File: src/rtl/ahb_irq_pulser.sv
// -----------------------------------------------------------------------------
// ahb_irq_pulser
//
// AHB slave interrupt controller feeding the 32-bit HIRQ input of the PicoRV
// AHB master. Peripheral interrupt levels are edge-detected, latched into
// PENDING, gated by MASK and turned into one-cycle pulses on HIRQ, so the
// processor never has to send an end-of-interrupt. Software reads PENDING and
// clears it with write-one-to-clear over a zero-wait-state register interface.
//
// Register map (word offset HADDR[3:2]):
//   0 PENDING  RO, write 1 clears the bit
//   1 MASK     RW, 1 = line enabled
//   2 FORCE    WO, write 1 sets the PENDING bit, reads 0
//   3 ID       RO, 32'h5049_5251
//
// Handshake: an address phase is accepted when HSEL & HTRANS[1] & HREADY.
// The data phase is the following cycle. Word transfers (HSIZE=3'b010) finish
// with zero wait states and OKAY. Any other size gets a two-cycle ERROR
// response (HREADYOUT low then high, HRESP=ERROR in both cycles) and has no
// side effects.
//
// Parameters:
//   NIRQ        number of interrupt lines (1..32); upper bits read 0
//   RESET_MASK  MASK value after reset
//
// Ports:
//   HCLK, HRESET          clock, asynchronous active-high reset
//   HSEL, HADDR, HTRANS,
//   HWRITE, HSIZE, HWDATA,
//   HREADY                AHB slave inputs
//   HREADYOUT, HRESP,
//   HRDATA                AHB slave outputs
//   IRQ_IN                peripheral interrupt levels
//   HIRQ                  one-cycle interrupt pulses
//   o_dbg_state           error-response FSM state, for observation only
//
// Build option:
//   IRQ_PULSER_SYNC_EN    when defined, IRQ_IN passes through a 2-flop
//                         synchronizer before edge detection (2 cycles extra
//                         latency). When undefined IRQ_IN must be synchronous
//                         to HCLK.
// -----------------------------------------------------------------------------
module ahb_irq_pulser #(
  parameter int          NIRQ       = 32,
  parameter logic [31:0] RESET_MASK = 32'h0000_0000
) (
  input  logic            HCLK,
  input  logic            HRESET,
  input  logic            HSEL,
  input  logic [31:0]     HADDR,
  input  logic [1:0]      HTRANS,
  input  logic            HWRITE,
  input  logic [2:0]      HSIZE,
  input  logic [31:0]     HWDATA,
  input  logic            HREADY,
  output logic            HREADYOUT,
  output logic [1:0]      HRESP,
  output logic [31:0]     HRDATA,
  input  logic [NIRQ-1:0] IRQ_IN,
  output logic [31:0]     HIRQ,
  output logic [1:0]      o_dbg_state
);

  localparam logic [31:0] ID_VALUE  = 32'h5049_5251;
  // Bits that correspond to real interrupt lines.
  localparam logic [31:0] LINE_MASK = (NIRQ >= 32) ? 32'hFFFF_FFFF
                                                   : ((32'd1 << NIRQ) - 32'd1);

  localparam logic [1:0] ADDR_PENDING = 2'd0;
  localparam logic [1:0] ADDR_MASK    = 2'd1;
  localparam logic [1:0] ADDR_FORCE   = 2'd2;

  localparam logic [1:0] RESP_OKAY  = 2'b00;
  localparam logic [1:0] RESP_ERROR = 2'b01;

  typedef enum logic [1:0] {
    S_IDLE = 2'd0,
    S_ERR1 = 2'd1,
    S_ERR2 = 2'd2
  } state_t;

  state_t      r_state;

  // Data-phase registers captured from the address phase.
  logic        r_dp_valid;
  logic        r_dp_legal;
  logic        r_dp_write;
  logic [1:0]  r_dp_addr;

  logic [31:0] r_pend;
  logic [31:0] r_mask;
  logic [31:0] r_prev;
  // Low for the first clock after reset: that edge only loads r_prev.
  logic        r_armed;

  logic        w_capture;
  logic        w_legal;
  logic        w_dp_wr;
  logic [31:0] w_irq_raw;
  logic [31:0] w_irq;
  logic [31:0] w_rise;
  logic [31:0] w_clr;
  logic [31:0] w_force;
  logic        w_mask_wr;
  logic [31:0] w_pend_next;
  logic [31:0] w_mask_next;
  logic [31:0] w_fire;

  // Address bits outside [3:2] and HTRANS[0] do not affect decoding.
  logic        w_unused;
  assign w_unused = ^{HADDR[31:4], HADDR[1:0], HTRANS[0]};

  // ---------------------------------------------------------------------------
  // Interrupt input conditioning
  // ---------------------------------------------------------------------------
  generate
    if (NIRQ < 32) begin : g_irq_pad
      assign w_irq_raw = {{(32 - NIRQ){1'b0}}, IRQ_IN};
    end else begin : g_irq_full
      assign w_irq_raw = IRQ_IN;
    end
  endgenerate

`ifdef IRQ_PULSER_SYNC_EN
  logic [31:0] r_sync1;
  logic [31:0] r_sync2;

  always_ff @(posedge HCLK or posedge HRESET) begin
    if (HRESET) begin
      r_sync1 <= '0;
      r_sync2 <= '0;
    end else begin
      r_sync1 <= w_irq_raw;
      r_sync2 <= r_sync1;
    end
  end

  assign w_irq = r_sync2;
`else
  assign w_irq = w_irq_raw;
`endif

  // ---------------------------------------------------------------------------
  // Bus decode
  // ---------------------------------------------------------------------------
  assign w_capture = HSEL & HTRANS[1] & HREADY;
  assign w_legal   = (HSIZE == 3'b010);

  // A legal write data phase; commits at the clock edge that ends it.
  assign w_dp_wr   = r_dp_valid & r_dp_legal & r_dp_write;

  assign w_clr     = (w_dp_wr && (r_dp_addr == ADDR_PENDING)) ? (HWDATA & LINE_MASK) : '0;
  assign w_force   = (w_dp_wr && (r_dp_addr == ADDR_FORCE))   ? (HWDATA & LINE_MASK) : '0;
  assign w_mask_wr = w_dp_wr && (r_dp_addr == ADDR_MASK);

  // ---------------------------------------------------------------------------
  // Pending / mask / pulse
  // ---------------------------------------------------------------------------
  assign w_rise      = r_armed ? (w_irq & ~r_prev) : '0;

  // Set sources (edge or FORCE) are ORed in after the clear so they win.
  assign w_pend_next = ((r_pend & ~w_clr) | w_rise | w_force) & LINE_MASK;
  assign w_mask_next = w_mask_wr ? (HWDATA & LINE_MASK) : r_mask;

  // Pulse only on the transition of (pending & enabled) from 0 to 1.
  assign w_fire      = w_pend_next & w_mask_next & ~(r_pend & r_mask);

  always_ff @(posedge HCLK or posedge HRESET) begin
    if (HRESET) begin
      r_pend  <= '0;
      r_mask  <= RESET_MASK & LINE_MASK;
      r_prev  <= '0;
      r_armed <= 1'b0;
      HIRQ    <= '0;
    end else begin
      r_pend  <= w_pend_next;
      r_mask  <= w_mask_next;
      r_prev  <= w_irq;
      r_armed <= 1'b1;
      HIRQ    <= w_fire;
    end
  end

  // ---------------------------------------------------------------------------
  // Data-phase capture
  // ---------------------------------------------------------------------------
  always_ff @(posedge HCLK or posedge HRESET) begin
    if (HRESET) begin
      r_dp_valid <= 1'b0;
      r_dp_legal <= 1'b0;
      r_dp_write <= 1'b0;
      r_dp_addr  <= 2'd0;
    end else begin
      r_dp_valid <= w_capture;
      if (w_capture) begin
        r_dp_legal <= w_legal;
        r_dp_write <= HWRITE;
        r_dp_addr  <= HADDR[3:2];
      end
    end
  end

  // ---------------------------------------------------------------------------
  // Error-response FSM with registered HREADYOUT / HRESP.
  // ERR1 is the data phase of the illegal transfer (wait state), ERR2 its
  // completing cycle. A new address phase seen in ERR2 is accepted normally.
  // ---------------------------------------------------------------------------
  always_ff @(posedge HCLK or posedge HRESET) begin
    if (HRESET) begin
      r_state   <= S_IDLE;
      HREADYOUT <= 1'b1;
      HRESP     <= RESP_OKAY;
    end else begin
      case (r_state)
        S_ERR1: begin
          r_state   <= S_ERR2;
          HREADYOUT <= 1'b1;
          HRESP     <= RESP_ERROR;
        end
        default: begin
          if (w_capture && !w_legal) begin
            r_state   <= S_ERR1;
            HREADYOUT <= 1'b0;
            HRESP     <= RESP_ERROR;
          end else begin
            r_state   <= S_IDLE;
            HREADYOUT <= 1'b1;
            HRESP     <= RESP_OKAY;
          end
        end
      endcase
    end
  end

  assign o_dbg_state = r_state;

  // ---------------------------------------------------------------------------
  // Read data: combinational from the registered address, so a read right
  // after a write to the same register sees the committed value.
  // ---------------------------------------------------------------------------
  always_comb begin
    HRDATA = '0;
    if (r_dp_valid && r_dp_legal && !r_dp_write) begin
      case (r_dp_addr)
        ADDR_PENDING: HRDATA = r_pend;
        ADDR_MASK:    HRDATA = r_mask;
        ADDR_FORCE:   HRDATA = '0;
        default:      HRDATA = ID_VALUE;
      endcase
    end
  end

endmodule
File: config.mk
export PLATFORM = sky130hd
export DESIGN_NAME = ahb_irq_pulser
export DESIGN_NICKNAME = d
export VERILOG_FILES = /design/src/rtl/ahb_irq_pulser.sv
export SDC_FILE = /design/constraint.sdc
export NUM_CORES = 1
export LEC_CHECK = 0
export CAP_MARGIN = 5
export CORE_UTILIZATION = 45
export CTS_CLUSTER_SIZE = 30
export DETAILED_ROUTE_END_ITERATION = 16
export GPL_ROUTABILITY_DRIVEN = 0
export PLACE_DENSITY = 0.86
export SLEW_MARGIN = 0
export SYNTH_ARGS = -nofsm -noshare
export SYNTH_HDL_FRONTEND = slang
export SYNTH_SLANG_ARGS = --single-unit
File: constraint.sdc
create_clock -name HCLK -period 7.1 [get_ports HCLK]
set_clock_uncertainty 0.2 [all_clocks]
set_input_delay 1.42 -clock HCLK [delete_from_list [all_inputs] [get_ports HCLK]]
set_output_delay 1.42 -clock HCLK [all_outputs]
set_load 0.005 [all_outputs]
After elaboration in Yosys (flattened, before gate mapping) --
Cells that the tools add are included.
Storage, ports and cells: word-level logic and storage cells 50, register bits 139
Operators by class: muxes and demuxes 11, equal/unequal tests 4, reduce and logical (&&, ||, !) cells 9, bitwise operators 14
Operators with widths (count):
- $and 32x32->32 | 5
- $mux 32 | 5
- $not 32->32 | 3
- $pmux 32 s3 | 1
- $or 32x32->32 | 2
- $logic_and 1x1->1 | 6
- $and 1x1->1 | 4
- $eq 2x1->1 const B | 2
- $mux 1 | 4
- $eq 3x2->1 const B | 1
- $eq 2x2->1 const B | 1
- $logic_not 1->1 | 2
- $logic_not 2->1 | 1
- $mux 2 | 1

Depth between registers and ports, before layout --
Gate-level depths: netlist (run 1).
depth in word-level cells 10, mapped depth 7, depth with buffers taken out 3

Worst setup path after synthesis (run 1) --
No wires, ideal clock.
kind reg2out, from register r_dp_addr[0], to output HRDATA[12], cell stages (with the launch flop) 7, data required time 5.480 ns, slack 4.193 ns, arrival time 1.287 ns, cell sequence dfrtp_1 -> buf_4 -> clkbuf_1 -> nor2_1 -> clkbuf_1 -> nand2_1 -> a21oi_1
Between the ends: cells in the longest elaborated chain, start to end 3, elaborated cells on any way between the ends 5
RTL lines:
- start, declared | RTL line 88 | logic [1:0] r_dp_addr;
- start signal, assigned | RTL line 198 | r_dp_addr <= HADDR[3:2];
- $eq 2x2->1, or another cell as far along | RTL line 244 | case (r_dp_addr)
- $pmux 32 s3 * | RTL line 244
- $mux 32 * | RTL line 243 | if (r_dp_valid && r_dp_legal && !r_dp_write) begin
- end, declared | RTL line 58 | output logic [31:0] HRDATA,
Mark *: on every way between the ends. The rest lies on a longest branch, timed or not.

Worst setup path after layout (run 1) --
from register r_dp_valid, to output HRDATA[31]
Between the ends: cells in the longest elaborated chain, start to end 3
RTL lines:
- start, declared | RTL line 85 | logic r_dp_valid;
- start signal, assigned | RTL line 194 | r_dp_valid <= w_capture;
- $logic_and 1x1->1 (2 in series) | RTL line 243
- $mux 32 | RTL line 243
Every way passes these cells.

==> summary.md, run 1 <==
| Metric | Value |
|---|---|
| Mean post-synth cell area | `~10 µm²` |
| Total CTS buffers | `17` |
| Worst slew pin tran | `between 1 and 1.5 ns` |
| Leakage | `approximately 3.5 nW` |
| Cell Rows | `43` |
| Post-synth EDFFs | `0` |
| Post-Syn Nets | `between 700 and 800` |
| Synth Instances | `about 650` |
| Pwr dens | `247 nW/µm²` |
| Synthesized area | `between 6000 and 7000 µm²` |
| TNS Setup | `0 ns` |
| Register bit total from synthesis | `between 100 and 150` |
| Run status | `complete, no violations` |
| Yosys cell types | `30` |
| Max Slew Vio Count | `0` |
| Worst hold margin | `~0.34 ns` |
| FF-to-FF setup slack | `about 3.8 ns` |
| Most frequent cell after synthesis | `dfrtp_1` |
| Root Buffer | `clkbuf_16` |
| Synthesis warning total | `0` |
| Hold Violations, Final | `0` |
| Nets | `863` |
| Yosys top cell by area | `dfrtp_1` |
| Fmax | `roughly 200 MHz` |
| DRT iter0 DRCs | `around 500` |
| Number of hold buffers added after cts | `0` |
| Relative slew slack | `approximately a fifth` |
| Starting Density | `a little under half` |
| Critical-path top delay cell | `nand3b_1` |
| Layout cell share with drive strength beyond 1 | `about 6.5%` |
| All-Layer GR Usage | `approximately a quarter` |
| Peak supply drop | `roughly 0.18 mV` |
| Number of global-route vias before repair | `around 5600` |
| Core footprint | `~14000 µm²` |
| Hold depth | `1` |
| Max clock buf depth | `2` |
| Worst-path fanout max | `37` |
| Share of synthesized registers carrying an async set or reset | `between 90% and 100%` |
| Primary FF master, synth | `dfrtp_1` |
| Worst Hold Class | `reg2reg` |
| Fill count | `~1100` |
| Pin count of the biggest net entering global routing | `77` |
| Req. time, crit path | `between 5 and 6 ns` |
| Final setup violating endpoints | `0` |
| Max_cap viols | `0` |
| Worst path max stage delay | `between 1 and 1.5 ns` |
| Die area | `~15000 µm²` |
| Port bufs | `approximately 140` |
| Initial antenna violation count | `0` |
| GR Overflow Total | `0` |
| Drt wl/cell | `~19 µm` |
| Die X | `approximately 120 µm` |
| Diode count | `0` |
| Worst Path Arrival | `around 3.4 ns` |
| Clock latency on the worst-skew pair | `around 0.42 ns` |
| Clock transition at path regs | `approximately 0.06 ns` |
| Area delta synth->final | `31.5%` |
| Most common library cells after synthesis | `dfrtp_1, o21ai_0, a21oi_1` |
| Period utilization | `between 70% and 80%` |
| Top cell type's share of synthesized area | `slightly above 50%` |
| 1st-pass router iterations | `5` |
| CTS tree | `built` |
| Post-synthesis sequential area ratio | `52.4%` |
| Post-CTS Setup Bufs | `0` |
| CP endpoint kind | `primary output` |
| Unrepaired setup endpoints after global routing | `false` |
| CP Launch Type | `register` |
| Vias | `5796` |
| I/O pin cnt | `175` |
| First-pass GRT wire length | `roughly 29 mm` |
| PostCTS Resize Cnt | `0` |
| Hpwl dp | `10.4 mm` |
| Crit Path Class | `reg2out` |
| Largest cells by area after synthesis | `dfrtp_1, o21ai_0, a221o_1, and3b_1, a211oi_1` |
| ANT nets after route | `0` |
| Die Y | `roughly 120 µm` |
| Remaining DRCs | `0` |
| Period minus WS final | `4.99 ns` |
| FF-to-FF path depth | `4` |
| H-tree Lvls | `4` |
| CTS sink cnt | `between 100 and 150` |
| Via density | `approximately 6.1` |
| Total wire length | `between 15 and 20 mm` |
| Worst path cell trace | `nand3b_1, nor2_1, clkdlybuf4s50_1` |
-- cell families (layout without fill, tap and decap cells) --
kind of cell | Yosys count | after routing | share of synthesized area [%]
compound gates | 245 | 245 | 24.5
flops | 138 | 138 | 52.4
mux | 25 | 25 | 3.87
simple gates | 145 | 145 | 13.1
other cells | 2 | 2 | 0.114
buf+inv | 90 | 214 | 6.01
-- flip-flops by register name, summed over array words and instances (netlist names) --
| name | count |
|---|---|
| HRESP | 1 |
| HREADYOUT | 1 |
| r_pend | 32 |
| r_dp_addr | 2 |
| r_dp_valid | 1 |
| r_dp_write | 1 |
| r_armed | 1 |
| r_prev | 32 |
| HIRQ | 32 |
| r_mask | 32 |
| o_dbg_state | 2 |
| r_dp_legal | 1 |
-- critical path, delay by kind of cell, from the launching register on --
kind | cells | cell delay [ns]
DFF | 1 | 0.93
and+or+nand+nor | 2 | 1.46
buffers and inverters | 1 | 0.55
-- layout make-up --
type | count | area, µm² | share of cell area (%)
sequential | 138 | 3460 | 39.9
multi-input combinational | 417 | 2750 | 31.7
timing repair buffer | 148 | 1470 | 16.9
clock buffer | 20 | 467 | 5.38
tap | 180 | 225 | 2.60
clock inverter | 11 | 169 | 1.95
inverter | 35 | 136 | 1.57
-- layout by cell type (no fill, tap or decap), types with 21 or more instances in the layout --
cell type / Yosys / layout
a2111oi_1: 22 / 22
a211oi_1: 32 / 32
a21oi_1: 43 / 43
a221o_1: 32 / 32
and2_1: 31 / 31
and3b_1: 32 / 32
clkdlybuf4s50_1: 0 / 142
dfrtp_1: 137 / 135
inv_1: 34 / 33
mux2i_1: 21 / 21
nand3_1: 34 / 34
nor2_1: 23 / 23
o21ai_0: 105 / 105
-- worst paths after layout --
path,start,to
min reg2reg,r_mask[30],HIRQ[30]
max,r_dp_valid,HRDATA[31]
max reg2reg,r_dp_valid,HIRQ[28]
max in group asynchronous,HRESET,r_prev[31]
min,r_mask[30],HIRQ[30]
min in group asynchronous,HRESET,o_dbg_state[0]
-- through the flow --
stage                     cell area, µm²  instances  power (mW)  worst slack (ns)  util [%]
after floorplan                     6600        645        1.07              1.79         -
after global placement              8030        918        1.19              2.68      57.0
after detailed placement            8030        918        1.20              2.67      57.0
after CTS                           8670        949        2.15              2.16      61.5
after global routing                8670        949        2.22              1.99      61.5
final                               8670        949        2.14              2.11      61.5
-- layer usage --
metal	vias up	global-route usage, %	share of wire, %
li1	2606	-	-
met1	2880	34.1	43
met2	285	38.0	48
met3	25	5.63	6.9
met4	0	10.5	1.6
met5	-	0	0
-- power by group --
part | internal (mW) | switching, mW
sequential | 0.844 | 0.0753
combinational | 0.141 | 0.133
clock | 0.613 | 0.336
Power figures use the tool's default switching activity.
==> run 2: changes to the inputs <==
Clock period 7.1 ns to 5.2 ns, I/O delays scaled along.
==> run 2 against run 1 <==
Effect of this change: sequential cell count unchanged; clock-buffer cell count up 2; clock power up 30%.
==> summary.md, run 2 (synthesis gave the netlist of run 1 again) <==
| Metric | Value |
|---|---|
| Die Y | `123 µm (unchanged)` |
| Layout cell share with drive strength beyond 1 | `7.23% (+0.72 points)` |
| Worst Hold Class | `reg2reg` |
| Number of hold buffers added after cts | `0 (unchanged)` |
| Comb pwr share | `14.0% (+1.2 points)` |
| Worst-path fanout max | `34 (-8.1%)` |
| CP Launch Type | `register` |
| PostCTS Resize Cnt | `0 (unchanged)` |
| Max clock buf depth | `2 (unchanged)` |
| Most common cell after layout, fill and taps aside | `clkdlybuf4s50_1` |
| FF-to-FF path depth | `4 (unchanged)` |
| DRT iter0 DRCs | `528 (+6.2%)` |
| Most frequent cells in the layout | `clkdlybuf4s50_1, dfrtp_1, o21ai_0` |
| All-Layer GR Usage | `24.8% (-0.073 points)` |
| Pwr dens | `330 nW/µm² (+34%)` |
| Post-CTS Setup Bufs | `0 (unchanged)` |
| Core footprint | `14100 µm² (unchanged)` |
| Peak supply drop | `0.340 mV (+87%)` |
| Power share of the clock group | `43.0% (-1.3 points)` |
| Total power | `2.86 mW (+34%)` |
| Routing usage on met2 | `37.6% (-0.42 points)` |
| Placed cells | `923 (+0.54%)` |
| Pin count of the biggest net entering global routing | `93 (+21%)` |
| TNS Setup | `0 ns (unchanged)` |
| Unrepaired setup endpoints after global routing | `false` |
| Fill count | `1129 (-1.1%)` |
| Max_cap viols | `0 (unchanged)` |
| Number of global-route vias before repair | `5542 (-1.5%)` |
| Period minus WS final | `roughly 4.1 ns` |
| Nets | `868 (+0.58%)` |
| Hold Violations, Final | `0 (unchanged)` |
| Max Slew Vio Count | `0 (unchanged)` |
| Total wire length | `18.2 mm (+0.88%)` |
| Die X | `123 µm (unchanged)` |
| Final Instance Area | `8680 µm² (+0.13%)` |
| Fmax | `246 MHz` |
| GR peak layer | `met2` |
| Placement Cell Area | `8070 µm² (+0.47%)` |
| Die area | `15100 µm² (unchanged)` |
| Switching share of power | `26.1% (+0.75 points)` |
| GRT met1 Usage | `34.1% (about the same)` |
| Vias | `5848 (+0.90%)` |
| 1st-pass router iterations | `5 (unchanged)` |
| Relative slew slack | `32.9% (+14 points)` |
| Req. time, crit path | `3.96 ns (-1.52 ns)` |
| Psw | `0.748 mW (+38%)` |
| Total CTS buffers | `17 (unchanged)` |
| I/O pin cnt | `175 (unchanged)` |
| Post-Layout Cell Count | `955 (+0.63%)` |
| Hpwl dp | `10.9 mm (+4.6%)` |
| CTS tree | `built` |
| Area delta synth->final | `31.6%` |
| Leakage | `3.50 nW (+0.16%)` |
| Worst Path Arrival | `2.83 ns (-0.54 ns)` |
| Cell internal pwr | `2.11 mW (+32%)` |
| First-pass GRT wire length | `28.4 mm (-1.0%)` |
| Initial antenna violation count | `0 (unchanged)` |
| Starting Density | `46.8% (unchanged)` |
| Worst slew pin tran | `1.00 ns (-0.205 ns)` |
| CTS sink cnt | `138 (unchanged)` |
| Worst hold margin | `0.332 ns (-0.00365 ns)` |
| Diode count | `0 (unchanged)` |
| ANT nets after route | `0 (unchanged)` |
| Cell Rows | `43 (unchanged)` |
| Final setup violating endpoints | `0 (unchanged)` |
| Remaining DRCs | `0 (unchanged)` |
| Flop pwr share | `43.0% (about the same)` |
| Met3 Use GR | `6.50% (+0.88 points)` |
| Run status | `complete, no violations` |
| Hold depth | `1 (unchanged)` |
| Drt wl/cell | `19.1 µm (+0.24%)` |
| CP endpoint kind | `primary output` |
| Period utilization | `78.2%` |
| Port bufs | `142 (unchanged)` |
| Via density | `6.12 (+0.26%)` |
| Clock latency on the worst-skew pair | `0.42 ns (about the same)` |
| Clock transition at path regs | `0.06 ns (about the same)` |
| GR Overflow Total | `0 (unchanged)` |
| Root Buffer | `clkbuf_16` |
| H-tree Lvls | `4 (unchanged)` |
| Crit Path Class | `reg2out` |
==> run 2: changes by cell type in the layout (fill, tap and decap cells not counted) <==
cell / change
buf_4: +5
bufinv_16: -2
clkinv_4: -1
clkbuf_8: +2
clkinvlp_4: +2
==> run 2: final timing paths <==
kind	start	to	slack, ns
min in group asynchronous	HRESET	o_dbg_state[0]	0.96
hold / removal	r_mask[30]	HIRQ[30]	0.33
max in group asynchronous	HRESET	r_pend[20]	2.98
hold reg to reg	r_mask[30]	HIRQ[30]	0.33
setup / recovery	r_dp_addr[0]	HRDATA[12]	1.13
setup reg to reg	r_dp_addr[0]	HIRQ[15]	2.29
==> run 2: stage by stage <==
step / utilization (%) / setup WS (ns)
floorplan: - / 0.265
global placement: 57.3 / 1.55
detailed placement: 57.3 / 1.62
CTS: 61.6 / 1.16
global route: 61.6 / 0.997
finish: 61.6 / 1.13
==> run 2: power groups by stage <==
| stage | logic, mW | registers (mW) | clock network (mW) |
|---|---|---|---|
| finish | 0.400 | 1.23 | 1.23 |
| global route | 0.439 | 1.24 | 1.29 |
| CTS | 0.399 | 1.23 | 1.24 |
| detailed placement | 0.396 | 1.25 | 0 |
| global placement | 0.386 | 1.24 | 0 |
| floorplan | 0.246 | 1.21 | 0 |
==> run 2: final cells by class <==
cell class | count | area (µm²) | area share, %
multi-input combinational | 417 | 2750 | 31.6
inverter | 35 | 136 | 1.57
clock buffer | 22 | 494 | 5.69
sequential | 138 | 3460 | 39.9
tap | 180 | 225 | 2.59
clock inverter | 10 | 115 | 1.33
timing repair buffer | 153 | 1500 | 17.3
==> run 2: worst max-delay path: stages (launching register included) <==
cell             delay [ns]
dfrtp_4                0.65
nor2_1                 0.81
nand2_1                0.11
a21oi_1                0.25
clkdlybuf4s50_1        0.55
==> run 2: metal layers <==
metal	routed length [µm]	share of wire (%)
met5	0	0
met4	347	1.9
met3	1700	9.3
met1	7660	42
met2	8510	47
